--- src/rtl/fetch_mem_arbiter.sv ---
// fetch_mem_arbiter: shares one single-ported, synchronous-read instruction
// RAM (IMEM/BIOS) between the fetch requester and the data requester.
// Data wins conflicts unless fetch has been denied STARVE_LIMIT cycles in a
// row. Read data returns one cycle after the grant and is routed back to the
// requester that owns the in-flight read.
// Optional build macro: FETCH_ARB_PERF_EN enables the perf_conflicts counter;
// without it perf_conflicts is tied to zero.
module fetch_mem_arbiter #(
  parameter int unsigned STARVE_LIMIT = 4,   // legal range 1..15
  parameter int unsigned BIOS_BIT     = 30
) (
  input  logic        clk,
  input  logic        rst,
  input  logic        if_req,
  input  logic [31:0] if_addr,
  input  logic        if_flush,
  output logic        if_stall,
  output logic        if_rvalid,
  output logic [31:0] if_rdata,
  input  logic        mem_req,
  input  logic [31:0] mem_addr,
  input  logic [3:0]  mem_we,
  input  logic [31:0] mem_wdata,
  output logic        mem_stall,
  output logic        mem_rvalid,
  output logic [31:0] mem_rdata,
  output logic        ram_en,
  output logic [29:0] ram_addr,
  output logic [3:0]  ram_we,
  output logic [31:0] ram_wdata,
  output logic        ram_bios_sel,
  input  logic [31:0] ram_rdata,
  output logic [31:0] perf_conflicts
);

  localparam logic [1:0] ST_IDLE   = 2'd0;
  localparam logic [1:0] ST_RD_IF  = 2'd1;
  localparam logic [1:0] ST_RD_MEM = 2'd2;

  localparam logic [3:0] STARVE_MAX = 4'(STARVE_LIMIT);

  logic [1:0]  state_q, state_d;
  logic [3:0]  starve_cnt_q, starve_cnt_d;
  logic        gnt_if, gnt_mem;
  logic [31:0] gnt_addr;

  // Pick at most one requester per cycle; data wins unless fetch is starved.
  always_comb begin
    // NOTE: defaults first so every path assigns both grants -> no latch.
    gnt_if  = 1'b0;
    gnt_mem = 1'b0;
    if (if_req && mem_req) begin
      if (starve_cnt_q == STARVE_MAX) gnt_if  = 1'b1;
      else                            gnt_mem = 1'b1;
    end else if (if_req) begin
      gnt_if = 1'b1;
    end else if (mem_req) begin
      gnt_mem = 1'b1;
    end
  end

  assign if_stall  = if_req  && !gnt_if;
  assign mem_stall = mem_req && !gnt_mem;

  // RAM request is steered from whichever side holds the grant.
  assign gnt_addr     = gnt_mem ? mem_addr : if_addr;
  assign ram_en       = gnt_if | gnt_mem;
  assign ram_addr     = gnt_addr[31:2];
  assign ram_we       = gnt_mem ? mem_we : 4'b0000;
  assign ram_wdata    = mem_wdata;
  assign ram_bios_sel = gnt_addr[BIOS_BIT];

  // Byte-lane bits never reach the word-addressed RAM.
  logic unused_addr_lsbs;
  assign unused_addr_lsbs = ^gnt_addr[1:0];

  // Count consecutive denied fetch cycles, saturating at the limit.
  always_comb begin
    starve_cnt_d = starve_cnt_q;
    if (!if_req || gnt_if)             starve_cnt_d = 4'd0;
    else if (starve_cnt_q != STARVE_MAX) starve_cnt_d = starve_cnt_q + 4'd1;
  end

  // Record who owns the read issued this cycle; writes and squashed fetches
  // leave nothing in flight.
  always_comb begin
    state_d = ST_IDLE;
    if (gnt_if && !if_flush)           state_d = ST_RD_IF;
    else if (gnt_mem && mem_we == 4'b0) state_d = ST_RD_MEM;
  end

  // Arbiter state registers.
  always_ff @(posedge clk or posedge rst) begin
    // NOTE: non-blocking assignments for all sequential state.
    if (rst) begin
      state_q      <= ST_IDLE;
      starve_cnt_q <= 4'd0;
    end else begin
      state_q      <= state_d;
      starve_cnt_q <= starve_cnt_d;
    end
  end

  // A flush in the response cycle still squashes the fetch response.
  assign if_rvalid  = (state_q == ST_RD_IF) && !if_flush;
  assign mem_rvalid = (state_q == ST_RD_MEM);
  assign if_rdata   = ram_rdata;
  assign mem_rdata  = ram_rdata;

`ifdef FETCH_ARB_PERF_EN
  logic [31:0] perf_q, perf_d;

  // Cycles where both sides collide; wraps naturally at 2^32.
  always_comb perf_d = perf_q + {31'd0, if_req & mem_req};

  // Conflict counter register.
  always_ff @(posedge clk or posedge rst) begin
    if (rst) perf_q <= 32'd0;
    else     perf_q <= perf_d;
  end

  assign perf_conflicts = perf_q;
`else
  assign perf_conflicts = 32'd0;
`endif

endmodule

--- config.mk ---
export PLATFORM = sky130hd
export DESIGN_NAME = fetch_mem_arbiter
export DESIGN_NICKNAME = d
export VERILOG_FILES = /design/src/rtl/fetch_mem_arbiter.sv
export SDC_FILE = /design/constraint.sdc
export NUM_CORES = 1
export LEC_CHECK = 0
export CORE_AREA = 3 3 119 121
export CTS_BUF_LIST = sky130_fd_sc_hd__clkbuf_8
export CTS_CLUSTER_SIZE = 10
export DETAILED_ROUTE_END_ITERATION = 10
export DIE_AREA = 0 0 122 124
export REMOVE_ABC_BUFFERS = 1
export SLEW_MARGIN = 15
export SYNTH_ARGS = -nofsm -noshare
export SYNTH_HDL_FRONTEND = slang
export SYNTH_SLANG_ARGS = --single-unit
--- constraint.sdc ---
create_clock -name clk -period 2.7 [get_ports clk]
set_clock_uncertainty 0.2 [all_clocks]
set_input_delay 0.405 -clock clk [delete_from_list [all_inputs] [get_ports clk]]
set_output_delay 0.405 -clock clk [all_outputs]
set_load 0.01 [all_outputs]
### Word-level counts from Yosys, hierarchy flattened

Cells that the tools add are included.

* word-level logic and storage cells: 34
* bits in read-only memories: 0
* register bits after elaboration: 6
* latch bits: 0
* memories: 0
* input bits: 137
* output and inout bits: 168
* RAM bits: 0

* equality and inequality tests: 4
* reduce and logical (&&, ||, !) cells: 13
* add/subtract/negate cells: 1
* magnitude comparators: 0
* bitwise logic cells: 1
* divide/modulo/power cells: 0
* multiply operators: 0
* multiplexer cells: 13
* shift operators: 0

Operators by type and width (number)
* 2-to-1 mux 32 bit: 1
* 2-to-1 mux 4 bit: 3
* 2-to-1 mux 1 bit: 7
* logical AND 1 bit: 6
* adder 4 x 1 -> 4 bit, second input constant: 1
* equality test 4 x 3 -> 1 bit, second input constant: 1
* logical NOT 1 bit: 4
* logical NOT 4 bit: 1
* 2-to-1 mux 2 bit: 2
* inequality test 4 x 3 -> 1 bit, second input constant: 1
* equality test 2 x 1 -> 1 bit, second input constant: 1
* equality test 2 bit, second input constant: 1
* nonzero test 2 bit: 1
* logical OR 1 bit: 1
* bitwise OR 1 bit: 1

### Longest topological paths before layout

Gate-level depths: netlist of the first run.

* depth after elaboration: 6
* mapped depth: 7
* depth with buffers taken out: 6

### Worst setup path before layout of the first run

Ideal clock, no wire load.

* path type: flip-flop to output port
* start point: reg starve_cnt_q[0]
* end point: out ram_addr[28]
* path buffers: 2
* stages on the path, launching flop included: 8
* slack: 402 ps
* data arrival time: 1693 ps
* data required time: 2095 ps
* cells stage by stage: dfrtp_1 > inv_1 > ha_1 > nand3b_4 > o21ai_4 > buf_8 > mux2_1 > buf_4

* word-level cells in the longest chain between the ends: 4

Ends and longest elaborated chain
* from (decl): RTL line 43 `logic [3:0] starve_cnt_q, starve_cnt_d;`
* from (signal assigned): RTL line 100 `starve_cnt_q <= starve_cnt_d;`
* equality test 4 x 3 -> 1 bit: RTL line 53 `if (starve_cnt_q == STARVE_MAX) gnt_if = 1'b1;`
* 2-to-1 mux 1 bit: RTL line 53
* 2-to-1 mux 1 bit: RTL line 52 `if (if_req && mem_req) begin`
* 2-to-1 mux 32 bit: RTL line 66 `assign gnt_addr = gnt_mem ? mem_addr : if_addr;`
* to (decl): RTL line 28 `output logic [29:0] ram_addr,`

No other way between the ends.

### Worst setup path after layout of the first run

* start point: reg starve_cnt_q[0]
* end point: out ram_addr[6]

The elaborated chain is that of the path after synthesis.

==> results.cfg, run 1 <==
[cells_and_area]
antenna_cells = 0
area_delta_synth_final_pct = 32.3
finalNetCount = 367
seqCellArea_sq_um = 150
drive_gt1_frac = 0.305
multi_input_area_sq_um = 624
fill_cells = 1469
fin_util = 0.171

[clock_tree]
clock-sinks = 6
htree_levels = 1
clk_latency_ns = 0.22
cts_buffer_depth = 2
cts_buffers = 3
tritoncts = done
cts.clk_slew.worst_paths_ns = 0.03
root_buffer = clkbuf_8

[routing]
ant_nets = 0
vias = 1320
wl_per_cell_microns = 26.0
vias_per_cell = 3.28
routed_wl_mm = 10.5
drtIter0Drc = 24
dr.pass1.iters = 3
drc = 0

[timing]
slew_viol_final = 0
fmax_mhz = 382
tns_ns = 0
fin_crit_sh = 0.970
finalHoldViolCount = 0
hold_slack_ns = 0.213
setup_viol = 0
timing.final.ws_setup_ns = 0.0811
rsz0062_at_grt = false
fin_crit_ns = 2.62

[synthesis]
seq_area_frac_synth = 0.0882
synth_seq_cells = 6
netlist_instances = 202
syn_area_sq_um = 1700
synth.distinct_cells = 21
syn_avg_cell_area_sq_um = 8.43
yosysWarnings = 0

[critical_path]
critPathBufInv = 4
r2r-start = starve_cnt_q[0]$_DFFE_PP0P_
crit_required_ns = 2.10
slowest_delay_ns = 0.38
worstSetupPathType = flip-flop to primary output
reg2reg_slack_ns = 1.11
critPathMaxFanout = 8
rr_endpoint = state_q[1]$_DFF_PP0_
cp_top_family = buffers and inverters
path_cells = inv_1, ha_2, nand3b_4, o21ai_4, buf_12, buf_6, mux2_2, dlygate4sd2_1
crit_arrival_ns = 2.01
start_kind = flip-flop
end_kind = primary output
cp_slowest_cell = dfrtp_1
r2r_cells = 7

[floorplan]
die_area_sq_um = 15100
die_x_microns = 122
placementRows = 42
start_util = 0.129
core_region_area_sq_um = 13200
die_h_microns = 124
io_pins = 305

[power]
max-vdd-ir-drop_uv = 106
power-per-cell-area_nw_per_um2 = 229
leakage_nw = 1.01

[outcome]
status = finished clean

[placed_design]
hpwl_mm = 9.48
place.gp.congestion = 0.830
io_buffer_count = 108
pre_cts_slack_ns = -0.193

[global_route]
antenna_found_initial = 0
grt_overflow_total = 0
track_usage = 0.127
grt_pass1_vias = 1267
grt_max_degree = 13
grt_first_pass_wirelength_mm = 12.5

[flow_run]
drv_cap = 0

[min_path]
hold_class = primary input to async pin
-- worst max-delay path by stage --
stage	cells past startpoint	endpoint	slack (ns)	from
floorplan	5	ram_addr[28]	0.29	starve_cnt_q[0]$_DFFE_PP0P_
global placement	6	ram_addr[13]	-0.19	if_req
detailed placement	6	ram_addr[13]	-0.19	if_req
CTS	8	ram_we[0]	0.002	if_req
global route	8	ram_addr[6]	0.006	starve_cnt_q[0]$_DFFE_PP0P_
finish	8	ram_addr[6]	0.08	starve_cnt_q[0]$_DFFE_PP0P_
-- worst reg2reg max path, cell delays in order, from the launching register on --
cell and delay, ns:
dfrtp_1 0.38, inv_1 0.06, ha_2 0.19, nand3b_4 0.10, o21ai_4 0.19, buf_12 0.15, buf_6 0.13, nor2_1 0.08
-- through the flow --
| step | instances | area [sq um] | power (mW) |
|---|---|---|---|
| 4_1_cts | 401 | 2260 | 0.527 |
| 6_report | 402 | 2250 | 0.516 |
| 3_3_place_gp | 390 | 2160 | 0.393 |
| 5_1_grt | 402 | 2250 | 0.551 |
| 2_1_floorplan | 101 | 806 | 0.199 |
| 3_5_place_dp | 390 | 2160 | 0.396 |
-- power by group --
part           switching (mW)  total (mW)  internal, mW
registers             0.00138      0.0943        0.0929
clock network          0.0328       0.128        0.0952
logic                   0.109       0.294         0.185
-- logic make-up after synthesis --
group / count (synthesis) / share of synthesized area
AOI/OAI and AO/OA: 1 / 0.00955
xor gates and xnor gates: 2 / 0.0103
adders and majority gates: 2 / 0.0147
buffers and inverters: 141 / 0.615
DFF: 6 / 0.0882
muxes: 30 / 0.198
other: 1 / 0.00220
and+or+nand+nor: 19 / 0.0617
-- cells in the mapped netlist, drive strengths merged --
cell type  count  area, sq um
inv            9         33.8
nor3b          1         7.51
conb           1         3.75
nor3           1         5.00
xor2           1         8.76
mux2          30          338
ha             2         25.0
nor2           9         33.8
buf          132         1010
nand2          1         3.75
dfrtp          6          150
nand3b         1         20.0
nand4          1         6.26
nand3          2         10.0
and2           1         6.26
or2            1         6.26
nor2b          1         6.26
xnor2          1         8.76
o21ai          1         16.3
-- final cells by class --
class / instances / share of cell area
repair buffers: 122 / 0.525
inverters: 9 / 0.0150
multi-input cells: 86 / 0.277
flip-flops and latches: 6 / 0.0666
well taps: 176 / 0.0977
clock buffers: 3 / 0.0183
-- routing by layer --
layer	wire [microns]	share of wire	up-vias	GRT usage
met5	0	0	-	0.0243
met3	3770	0.36	6	0.201
met4	182	0.017	0	0.0231
met2	4720	0.45	268	0.207
met1	1780	0.17	526	0.0666
li1	-	-	520	-
-- cells in the final DEF (no fill, tap or decap), types with 6 or more instances in the layout --
cell	synthesis	final
buf_2	0	18
buf_4	129	6
clkdlybuf4s15_1	0	10
clkdlybuf4s50_1	0	73
conb_1	1	32
dfrtp_1	6	6
inv_1	9	8
mux2_2	28	28
nor2_1	9	9
-- sequential cells by signal (all words and copies together), names as in the netlist --
| signal | count |
|---|---|
| starve_cnt_q | 4 |
| state_q | 2 |
-- repair_timing --
action,4_1_cts,5_1_grt
setup buffers,6,1
setup endpoints to repair,31,24
resized for setup,89,19
hold buffers,0,0
pin swaps,2,2
cloned,2,0
Note: power is estimated with default switching activity, not from simulation.
==> run 2: changes to the inputs <==
CAP_MARGIN = 20   (was default)
CORE_AREA = 3 3 118 120   (was 3 3 119 121)
DIE_AREA = 0 0 121 123   (was 0 0 122 124)
clock period = 2.2 ns   (was 2.7 ns; I/O delays follow)
==> results.cfg, run 2 (synthesis results as in run 1) <==
[flow_run]
drv_cap = 0

[power]
leakage_nw = 1.18
finalPower_uw = 745
power-per-cell-area_nw_per_um2 = 296
p_int_uw = 527
clockPowerShare = 0.218
seqPwrFrac = 0.155
power_frac_comb = 0.626
swShare = 0.292
max-vdd-ir-drop_uv = 107
power_switching_uw = 217

[cells_and_area]
drive_gt1_frac = 0.397
final_common_cell = clkdlybuf4s50_1
postLayoutCellArea_sq_um = 2510
top_register = starve_cnt_q
finalNetCount = 370
fill_cells = 1446
largestRegisters = starve_cnt_q (4), state_q (2)
largest_reg_flops = 4
antenna_cells = 0
area_delta_synth_final_pct = 47.6
final_cell_mix = clkdlybuf4s50_1, buf_6, conb_1
final_cells = 405
fin_util = 0.192

[timing]
slew_viol_final = 0
fmax_mhz = 414
fin_crit_sh = 1.10
setup_viol = 35
rsz0062_at_grt = true
fin_crit_ns = 2.41
tns_ns = -5.45
finalHoldViolCount = 0
hold_slack_ns = 0.139
timing.final.ws_setup_ns = -0.213

[critical_path]
start_kind = flip-flop
rr_endpoint = state_q[1]$_DFF_PP0_
cp_top_family = buffers and inverters
path_cells = inv_1, ha_2, nand3b_4, o21ai_4, buf_6, buf_16, mux2_4, buf_6
crit_required_ns = 1.67
worstSetupPathType = flip-flop to primary output
slowest_delay_ns = 0.38
cp_common_cell = buf_6
reg2reg_slack_ns = 0.52
critPathBufInv = 4
end_kind = primary output
crit_arrival_ns = 1.88
r2r_cells = 8
r2r-start = starve_cnt_q[0]$_DFFE_PP0P_
cp_slowest_cell = dfrtp_1
critPathMaxFanout = 6

[routing]
vias_per_cell = 3.31
dr.pass1.iters = 4
vias = 1340
drc = 0
drtIter0Drc = 21
wl_per_cell_microns = 32.2
ant_nets = 0
routed_wl_mm = 13.0

[global_route]
grt_overflow_total = 0
grt_pass1_vias = 1386
antenna_found_initial = 0
grt_max_degree = 8
track_usage = 0.166
grt_first_pass_wirelength_mm = 15.6

[outcome]
status = complete, but fails checks
violations = setup timing

[clock_tree]
cts_hold_buf = 0
clk_latency_ns = 0.22
root_buffer = clkbuf_8
cts_buffers = 3
cts.clk_slew.worst_paths_ns = 0.04
tritoncts = done
clock-sinks = 6
htree_levels = 1
cts_buffer_depth = 2

[floorplan]
start_util = 0.130
core_region_area_sq_um = 13100
die_area_sq_um = 14900
placementRows = 42
io_pins = 305
die_h_microns = 123
die_x_microns = 121

[placed_design]
place.gp.congestion = 0.831
io_buffer_count = 108
placed_cell_area_sq_um = 2210
dpl.cell_count = 397
pre_cts_slack_ns = -0.564
hpwl_mm = 11.8

[min_path]
hold_class = primary input to async pin
## run 2: layer usage
metal	up-vias	global-route usage	wire length [microns]
met5	-	0.00347	0
met4	0	0.0694	536
met3	18	0.189	3490
met2	221	0.275	6020
met1	576	0.115	2980
li1	525	-	-
## run 2: how the worst max path moves through the flow
stage                                           start      endpoint  slack [ns]  cells after the start
after floorplan           starve_cnt_q[0]$_DFFE_PP0P_  ram_addr[28]       -0.13                      5
after global placement                         if_req  ram_addr[18]       -0.55                      6
after detailed placement                       if_req  ram_addr[18]       -0.56                      6
after CTS                 starve_cnt_q[0]$_DFFE_PP0P_  ram_addr[26]       -0.29                      9
after global routing      starve_cnt_q[0]$_DFFE_PP0P_   ram_addr[3]       -0.26                      8
final                     starve_cnt_q[0]$_DFFE_PP0P_   ram_addr[3]       -0.21                      8
## run 2: power groups by stage
stage | logic [mW] | registers (mW) | clock network, mW
global placement | 0.390 | 0.117 | 0
detailed placement | 0.389 | 0.117 | 0
floorplan | 0.127 | 0.117 | 0
global route | 0.498 | 0.116 | 0.173
finish | 0.466 | 0.116 | 0.163
CTS | 0.479 | 0.116 | 0.168
## run 2: cell type report
class                           count  area [sq um]  share of cell area
Multi-Input combinational cell     86           752               0.299
Inverter                            9          33.8              0.0134
Tap cell                          176           220              0.0876
Sequential cell                     6           150              0.0597
Clock buffer                        3          41.3              0.0164
Timing Repair Buffer              125          1320               0.524
## run 2: timing repair
item / 4_1_cts / 5_1_grt
setup buffers: 5 / 0
pin swaps: 2 / 2
endpoints found under the setup margin: 38 / 35
resized for setup: 219 / 11
gates cloned: 3 / 0
==> run 3: changes to the inputs <==
CTS_CLUSTER_DIAMETER = 60   (was default)
==> results of run 3 <==
No change in the layout: final DEF, timing and power equal those of run 2.
